### src/rtl/nx_ram_pkg.sv
// Shared types and defaults for the nx_ram port arbiter and its clients.
package nx_ram_pkg;

  localparam int unsigned NX_RAM_ADDRESS_WIDTH = 10;
  localparam int unsigned NX_RAM_DATA_WIDTH    = 36;

  typedef enum logic [1:0] {
    IDLE = 2'd0,
    RESP = 2'd1,
    HOLD = 2'd2
  } nx_ram_arb_state_t;

  // Round-robin successor of a granted index, wrapping at n-1.
  function automatic int unsigned rr_next(input int unsigned idx, input int unsigned n);
    return (idx + 1 >= n) ? 0 : idx + 1;
  endfunction

endpackage

### src/rtl/nx_rr_arbiter.sv
// Combinational round-robin pick: first set request at or above ptr, wrapping at N-1.
// Zero latency; callers apply their own stall by masking the result.
module nx_rr_arbiter #(
  parameter int N = 2,
  parameter int W = (N > 1) ? $clog2(N) : 1
) (
  input  logic [N-1:0] req,
  input  logic [W-1:0] ptr,
  output logic [N-1:0] gnt,
  output logic [W-1:0] idx,
  output logic         any
);

  logic [W-1:0] cand;

  always_comb begin
    gnt  = '0;
    idx  = '0;
    any  = 1'b0;
    cand = '0;
    for (int k = 0; k < N; k++) begin
      cand = W'((int'(ptr) + k) % N);
      if (!any && req[cand]) begin
        any       = 1'b1;
        gnt[cand] = 1'b1;
        idx       = cand;
      end
    end
  end

endmodule

### src/rtl/nx_ram_arbiter.sv
// Round-robin share of one nx_ram port; read data returns one cycle after accept.
// A stalled response is parked in hold_q and blocks new grants until it is taken.
module nx_ram_arbiter
  import nx_ram_pkg::*;
#(
  parameter int ADDRESS_WIDTH = NX_RAM_ADDRESS_WIDTH,
  parameter int DATA_WIDTH    = NX_RAM_DATA_WIDTH,
  parameter int REQUESTERS    = 2
) (
  input  logic                                     clk_i,
  input  logic                                     rst_i,
  input  logic [REQUESTERS-1:0]                    req_valid_i,
  output logic [REQUESTERS-1:0]                    req_ready_o,
  input  logic [REQUESTERS-1:0][ADDRESS_WIDTH-1:0] req_addr_i,
  input  logic [REQUESTERS-1:0]                    req_wr_en_i,
  input  logic [REQUESTERS-1:0][DATA_WIDTH-1:0]    req_wr_data_i,
  output logic [REQUESTERS-1:0]                    rsp_valid_o,
  input  logic [REQUESTERS-1:0]                    rsp_ready_i,
  output logic [DATA_WIDTH-1:0]                    rsp_data_o,
  output logic                                     ram_en_o,
  output logic                                     ram_wr_en_o,
  output logic [ADDRESS_WIDTH-1:0]                 ram_addr_o,
  output logic [DATA_WIDTH-1:0]                    ram_wr_data_o,
  input  logic [DATA_WIDTH-1:0]                    ram_rd_data_i
);

  localparam int RQ_W = $clog2(REQUESTERS);

  nx_ram_arb_state_t     state_q;
  logic [RQ_W-1:0]       own_q;
  logic [RQ_W-1:0]       rr_q;
  logic [DATA_WIDTH-1:0] hold_q;

  logic [REQUESTERS-1:0] pick_oh;
  logic [RQ_W-1:0]       pick_idx;
  logic                  pick_any;
  logic                  own_rdy;
  logic                  grant_ok;
  logic                  grant;
  logic                  grant_wr;
  logic                  grant_rd;
  logic                  rsp_active;

  nx_rr_arbiter #(
    .N (REQUESTERS),
    .W (RQ_W)
  ) u_rr (
    .req (req_valid_i),
    .ptr (rr_q),
    .gnt (pick_oh),
    .idx (pick_idx),
    .any (pick_any)
  );

  // In RESP the owner's ready feeds straight into the next grant decision.
  assign own_rdy  = rsp_ready_i[own_q];
  assign grant_ok = rst_i && ((state_q == IDLE) || (state_q == RESP && own_rdy));
  assign grant    = grant_ok && pick_any;
  assign grant_wr = grant && req_wr_en_i[pick_idx];
  assign grant_rd = grant && !req_wr_en_i[pick_idx];

  assign req_ready_o   = grant ? pick_oh : '0;
  assign ram_en_o      = grant;
  assign ram_wr_en_o   = grant_wr;
  assign ram_addr_o    = grant ? req_addr_i[pick_idx] : '0;
  assign ram_wr_data_o = grant ? req_wr_data_i[pick_idx] : '0;

  assign rsp_active = rst_i && (state_q != IDLE);

  always_comb begin
    rsp_valid_o = '0;
    rsp_data_o  = '0;
    if (rsp_active) begin
      rsp_valid_o[own_q] = 1'b1;
      rsp_data_o         = (state_q == HOLD) ? hold_q : ram_rd_data_i;
    end
  end

  always_ff @(posedge clk_i or negedge rst_i) begin
    if (!rst_i) begin
      rr_q <= '0;
    end else if (grant) begin
      rr_q <= RQ_W'(rr_next(32'(pick_idx), REQUESTERS));
    end
  end

  always_ff @(posedge clk_i or negedge rst_i) begin
    if (!rst_i) begin
      state_q <= IDLE;
      own_q   <= '0;
      hold_q  <= '0;
    end else begin
      case (state_q)
        IDLE: begin
          if (grant_rd) begin
            own_q   <= pick_idx;
            state_q <= RESP;
          end
        end
        RESP: begin
          if (own_rdy) begin
            if (grant_rd) begin
              own_q   <= pick_idx;
              state_q <= RESP;
            end else begin
              state_q <= IDLE;
            end
          end else begin
            // RAM output is only valid for one cycle; park it before it changes.
            hold_q  <= ram_rd_data_i;
            state_q <= HOLD;
          end
        end
        HOLD: begin
          if (own_rdy) begin
            state_q <= IDLE;
          end
        end
        default: begin
          state_q <= IDLE;
        end
      endcase
    end
  end

endmodule

### config.mk
export PLATFORM = sky130hd
export DESIGN_NAME = nx_ram_arbiter
export DESIGN_NICKNAME = d
export VERILOG_FILES = /design/src/rtl/nx_ram_pkg.sv /design/src/rtl/nx_rr_arbiter.sv /design/src/rtl/nx_ram_arbiter.sv
export SDC_FILE = /design/constraint.sdc
export NUM_CORES = 1
export LEC_CHECK = 0
export ABC_CLOCK_PERIOD_IN_PS = 2150
export CORE_ASPECT_RATIO = 1.5
export CORE_UTILIZATION = 35
export CTS_CLUSTER_DIAMETER = 100
export CTS_CLUSTER_SIZE = 24
export DETAILED_ROUTE_END_ITERATION = 6
export PLACE_DENSITY = 0.82
export SETUP_SLACK_MARGIN = 0.02
export SLEW_MARGIN = 20
export SYNTH_ARGS = -nofsm -noshare
export SYNTH_HDL_FRONTEND = slang
export SYNTH_SLANG_ARGS = --single-unit
### constraint.sdc
create_clock -name clk_i -period 2.15 [get_ports clk_i]
set_clock_uncertainty 0.15 [all_clocks]
set_input_delay 0.43 -clock clk_i [delete_from_list [all_inputs] [get_ports clk_i]]
set_output_delay 0.43 -clock clk_i [all_outputs]
set_load 0.03 [all_outputs]
Word-level counts from Yosys, hierarchy flattened

Index checks and enable logic that the tools add are counted.

Add/subtract/negate cells: 2
Magnitude comparators: 8
Eq/ne operators: 5
Muxes and demuxes: 39
Bitwise operators: 2
Reductions and logical operators: 19

Operators by type and width:

| kind                | number |
|---|---|
| $mux 36             | 5 |
| $mux 10             | 3 |
| $mux 1              | 19 |
| $mux 2              | 7 |
| $logic_and 1x1->1   | 10 |
| $lt 1x2->1 const B  | 4 |
| $ne 2x2->1 const B  | 3 |
| $pmux 2 s3          | 1 |
| $reduce_and 2->1    | 3 |
| $reduce_bool 2->1   | 2 |
| $demux 1 s1         | 3 |
| $ge 1x1->1 const B  | 3 |
| $add 1x1->2 const B | 1 |
| $eq 2x1->1 const B  | 1 |
| $eq 2x2->1 const B  | 1 |
| $ge 2x2->1 const B  | 1 |
| $logic_not 1->1     | 2 |
| $logic_not 2->1     | 1 |
| $or 2x2->2          | 1 |
| $pmux 1 s2          | 1 |
| $add 1x1->1 const B | 1 |
| $logic_or 1x1->1    | 1 |
| $not 1->1           | 1 |

Register bits: 40
Input bits: 136
Output and inout bits: 88
Word-level logic and storage cells: 79

Logic depth before layout (Yosys ltp)

Depth in word-level cells: 13
Depth in mapped cells: 6
Depth with buffers taken out: 3

Cells and area by module

A second synthesis with hierarchy kept.

Cells, all modules: 299
Area, all modules: 3,011.6 um^2

Modules (own cells, without submodules):

| module         | times used | cells each | area each (um^2) | seq. area each (um^2) |
|---|---|---|---|---|
| nx_ram_arbiter | 1          | 294        | 2,979.1          | 1,001.0 |
| nx_rr_arbiter  | 1          | 5          | 32.5             | 0.0 |

Worst setup path before layout

Ideal clock, no wire load.

Path type: reg2out
Start: register own_q
End: output port ram_wr_data_o[27]
Data arrival time: 1.627 ns
Data required time: 1.570 ns
Path slack: -0.057 ns
Stages on the path, launching flop included: 6
Path buffers: 2
Cell sequence: dfrtp_1 mux2i_2 a211o_1 buf_6 buf_6 a21oi_1

Cells in the longest elaborated chain, start to end: 7

Ends and longest elaborated chain:

| element                                   | RTL line              | source |
|---|---|---|
| from (decl)                               | nx_ram_arbiter.sv:30  | `logic [RQ_W-1:0] own_q;` |
| from (signal assigned)                    | nx_ram_arbiter.sv:96  | `own_q <= pick_idx;` |
| from (signal assigned)                    | nx_ram_arbiter.sv:103 | `own_q <= pick_idx;` |
| $mux 1 (implied by the code) (2 in a row) | nx_ram_arbiter.sv:56  | `assign own_rdy = rsp_ready_i[own_q];` |
| $logic_and 1x1->1                         | nx_ram_arbiter.sv:57  | `assign grant_ok = rst_i && ((state_q == IDLE) \|\| (state_q == RESP && own_rdy));` |
| $logic_or 1x1->1                          | nx_ram_arbiter.sv:57  |  |
| $logic_and 1x1->1                         | nx_ram_arbiter.sv:57  |  |
| $logic_and 1x1->1                         | nx_ram_arbiter.sv:58  | `assign grant = grant_ok && pick_any;` |
| $mux 36                                   | nx_ram_arbiter.sv:66  | `assign ram_wr_data_o = grant ? req_wr_data_i[pick_idx] : '0;` |
| to (decl)                                 | nx_ram_arbiter.sv:23  | `output logic [DATA_WIDTH-1:0] ram_wr_data_o,` |

No other way between the ends. The select of a mux whose other input is x is not followed.

Final worst setup path

Start: register own_q
End: output port ram_wr_data_o[25]

Same word-level chain as after synthesis.

==> impl_results.md <==
- Setup slack after layout: -0.300 ns
- Final Hold Viols: 0
- Crit path DAT: 1.87 ns
- Status: finished, violations left
- Worst-Margin Slew: 0.527 ns
- Initial Utilization: 36.3%
- Final Max Slew Viols: 0
- Compound-gate portion of the synthesized area: 25.7%
- Critical-path cell list: mux2i_4 > a211o_4 > clkbuf_16 > a21oi_2 > buf_6
- TritonCTS Sinks: 40
- Portion of netlist area occupied by mux cells: 17.9%
- Reported leakage power: 2.59 nW
- YS warnings: 0
- TritonCTS Buffers: 5
- DR pass1 iterations: 5
- CP startpoint kind: flip-flop
- Critical path class: flip-flop to output pin
- Largest net degree at the start of global routing: 43
- Type of the worst min-delay path: primary input to async pin
- Die X: 78.2 µm
- Max Cap Violations: 0
- Adder-Cell Fraction of Synth Area: 0%
- Final setup fails: 50
- Gate Count Post-Synth: 360
- Worst-path clk slew: 0.06 ns
- Via density: 5.64
- Clk buf depth: 2
- CTS root buffer: clkbuf_16
- Worst skew pair latency: 0.28 ns
- Post-layout min period: 2.45 ns
- Global-route usage over all layers: 27.1%
- XOR/XNOR share of the synthesized area: 0%
- Max rail drop VDD: 0.000507 V
- Seq cells post-synth: 40
- R2r setup slk: 0.31 ns
- Wire length per cell: 20.6 µm
- Number of global-route vias before repair: 3,775
- Die height: 116 µm
- Worst hold slack: 0.163 ns
- Fillers: 566
- Largest family of logic cells by synthesized area: compound AO/OA/AOI/OAI gates
- Setup tns final: -12.53 ns
- Initial detailed-routing violation count: 178
- Top Ports: 224
- First-pass GRT wire length: 19,200 µm
- Core box area: 0.00841 mm²
- RSZ-0062 raised after global routing: true
- FP Rows: 41
- CP endpoint kind: output pin
- Failing checks: setup timing
- Placer Congestion: 0.802
- Area grow syn2layout: 104%
- CTS tree: done
- Crit path max fanout: 10
- Worst EP required: 1.57 ns
- Mapped Area: 0.00305 mm²
- Slew HR: 64.5%
- Pwr dens: 756 mW/mm²
- DRC Markers: 0
- Max incr delay on CP: 0.43 ns
- Vias: 3,897
- Crit-path slowest cell: a211o_4
- DP HPWL: 8800 µm
- Synth Area in Simple Gates: 14.9%
- Port bufs: 223
- Antenna violations before repair: 0
- Die area: 0.00910 mm²
- Post-Syn Area per Cell: 8.48 µm²
- Post-synth cell types: 27
- Sequential element share of the synthesized area: 32.8%
- Nets: 718
- Fin util: 74.0%
- Syn_nets: 496
- Share of cells above drive strength 1: 40.7%
- Peak Freq: 0.408 GHz
- Post-DRT Antenna Nets: 0
- Gr ovfl total: 0
- Post-Route WL: 14,200 µm
- Final period util: 114%
- H-tree depth: 2
-- worst max-delay path, delay by kind of cell, from the launching register on --
family | cells | cell delay (ns)
muxes | 1 | 0.22
buffers and inverters | 2 | 0.36
DFF | 1 | 0.42
AOI/OAI and AO/OA | 2 | 0.58
-- state kept, by name, indices dropped and copies added (netlist names) --
| register | cells |
|---|---|
| hold_q | 36 |
| state_q | 2 |
| own_q | 1 |
| rr_q | 1 |
-- report_power, final --
part	total [W]	internal [W]	switching, W
Sequential	0.00133	0.00111	0.000219
Clock	0.000841	0.000546	0.000295
Combinational	0.00253	0.00134	0.00120
Total	0.00471	0.00300	0.00171
-- logic make-up (layout without fill, tap and decap cells) --
kind of cell | after synthesis | count (layout)
compound gates | 136 | 137
simple gates | 98 | 98
buf+inv | 48 | 270
flops | 40 | 40
mux | 38 | 38
other cells | 0 | 1
-- per-stage QoR --
stage	area, µm²	power [W]	std cells	setup slack (ns)
finish	6220	0.00471	691	-0.300
global route	6220	0.00493	690	-0.340
CTS	5940	0.00454	687	-0.274
detailed placement	5310	0.00345	672	-0.397
global placement	5310	0.00340	672	-0.391
floorplan	3070	0.00262	360	-0.0570
-- metal layers --
layer / vias up / part of all wire [%] / global-route usage (%)
met5: - / 0 / 0
met4: 0 / 2.6 / 8.40
met2: 216 / 52 / 48.2
met3: 29 / 8.3 / 8.05
li1: 1751 / - / -
met1: 1901 / 37 / 31.1
-- final cells by class --
class	count	area, µm²	share of cell area (%)
Tap cell	107	134	2.15
Clock buffer	6	129	2.07
Antenna cell	1	2.50	0.0402
Clock inverter	2	35.0	0.563
Timing Repair Buffer	258	2690	43.2
Inverter	4	15.0	0.241
Sequential cell	40	1000	16.1
Multi-Input combinational cell	273	2220	35.6
-- worst paths after layout --
kind,startpoint,end,cells past startpoint
worst max register to register,own_q,hold_q[4],5
worst min register to register,hold_q[28],hold_q[28],1
max in group asynchronous,rst_i,hold_q[5],3
worst max-delay path,own_q,ram_wr_data_o[25],5
worst min-delay path,rst_i,hold_q[11],3
min in group clk_i,hold_q[28],hold_q[28],1
-- cell usage in the layout (no fill, tap or decap), types with 2 or more instances in the layout --
cell type          n
clkdlybuf4s50_1  130
buf_4             55
buf_6             49
nand3_1           48
o21ai_0           47
dfrtp_1           40
nor2_1            31
mux2_4            31
a22oi_1           30
a21oi_2           27
a21oi_4           21
buf_12            12
nor2_2             9
clkbuf_16          9
a22oi_2            6
mux2_2             6
dlygate4sd2_1      3
inv_1              2
dlygate4sd3_1      2
buf_2              2
-- synthesized netlist by cell type --
master | n | share of area, %
a21oi_1 | 48 | 7.9
nand3_1 | 48 | 7.9
o21ai_0 | 48 | 7.9
dfrtp_1 | 40 | 33
nor2_1 | 40 | 4.9
a22oi_1 | 36 | 8.9
mux2_4 | 31 | 15
clkbuf_1 | 26 | 3.2
buf_6 | 10 | 3.7
buf_2 | 7 | 1.1
mux2_2 | 6 | 2.2
nor2b_1 | 3 | 0.62
inv_1 | 2 | 0.25
nand2b_1 | 2 | 0.41
a2111oi_0 | 1 | 0.29
a211o_1 | 1 | 0.29
and2_1 | 1 | 0.21
and3b_1 | 1 | 0.29
buf_1 | 1 | 0.12
clkinv_1 | 1 | 0.12
inv_2 | 1 | 0.12
mux2i_2 | 1 | 0.45
nand2_1 | 1 | 0.12
nand3b_1 | 1 | 0.25
o21a_1 | 1 | 0.25
o221ai_1 | 1 | 0.29
or4_1 | 1 | 0.25
-- timing repair --
| item | CTS | global route |
|---|---|---|
| pin swaps | 2 | 1 |
| setup endpoints to repair | 58 | 86 |
| hold endpoints to repair | 6 | 0 |
| cloned | 2 | 6 |
| hold buffers | 2 | 0 |
| resized for setup | 96 | 37 |
| buffers inserted | 3 | 0 |
No activity file was read; power rests on OpenSTA's default activity.
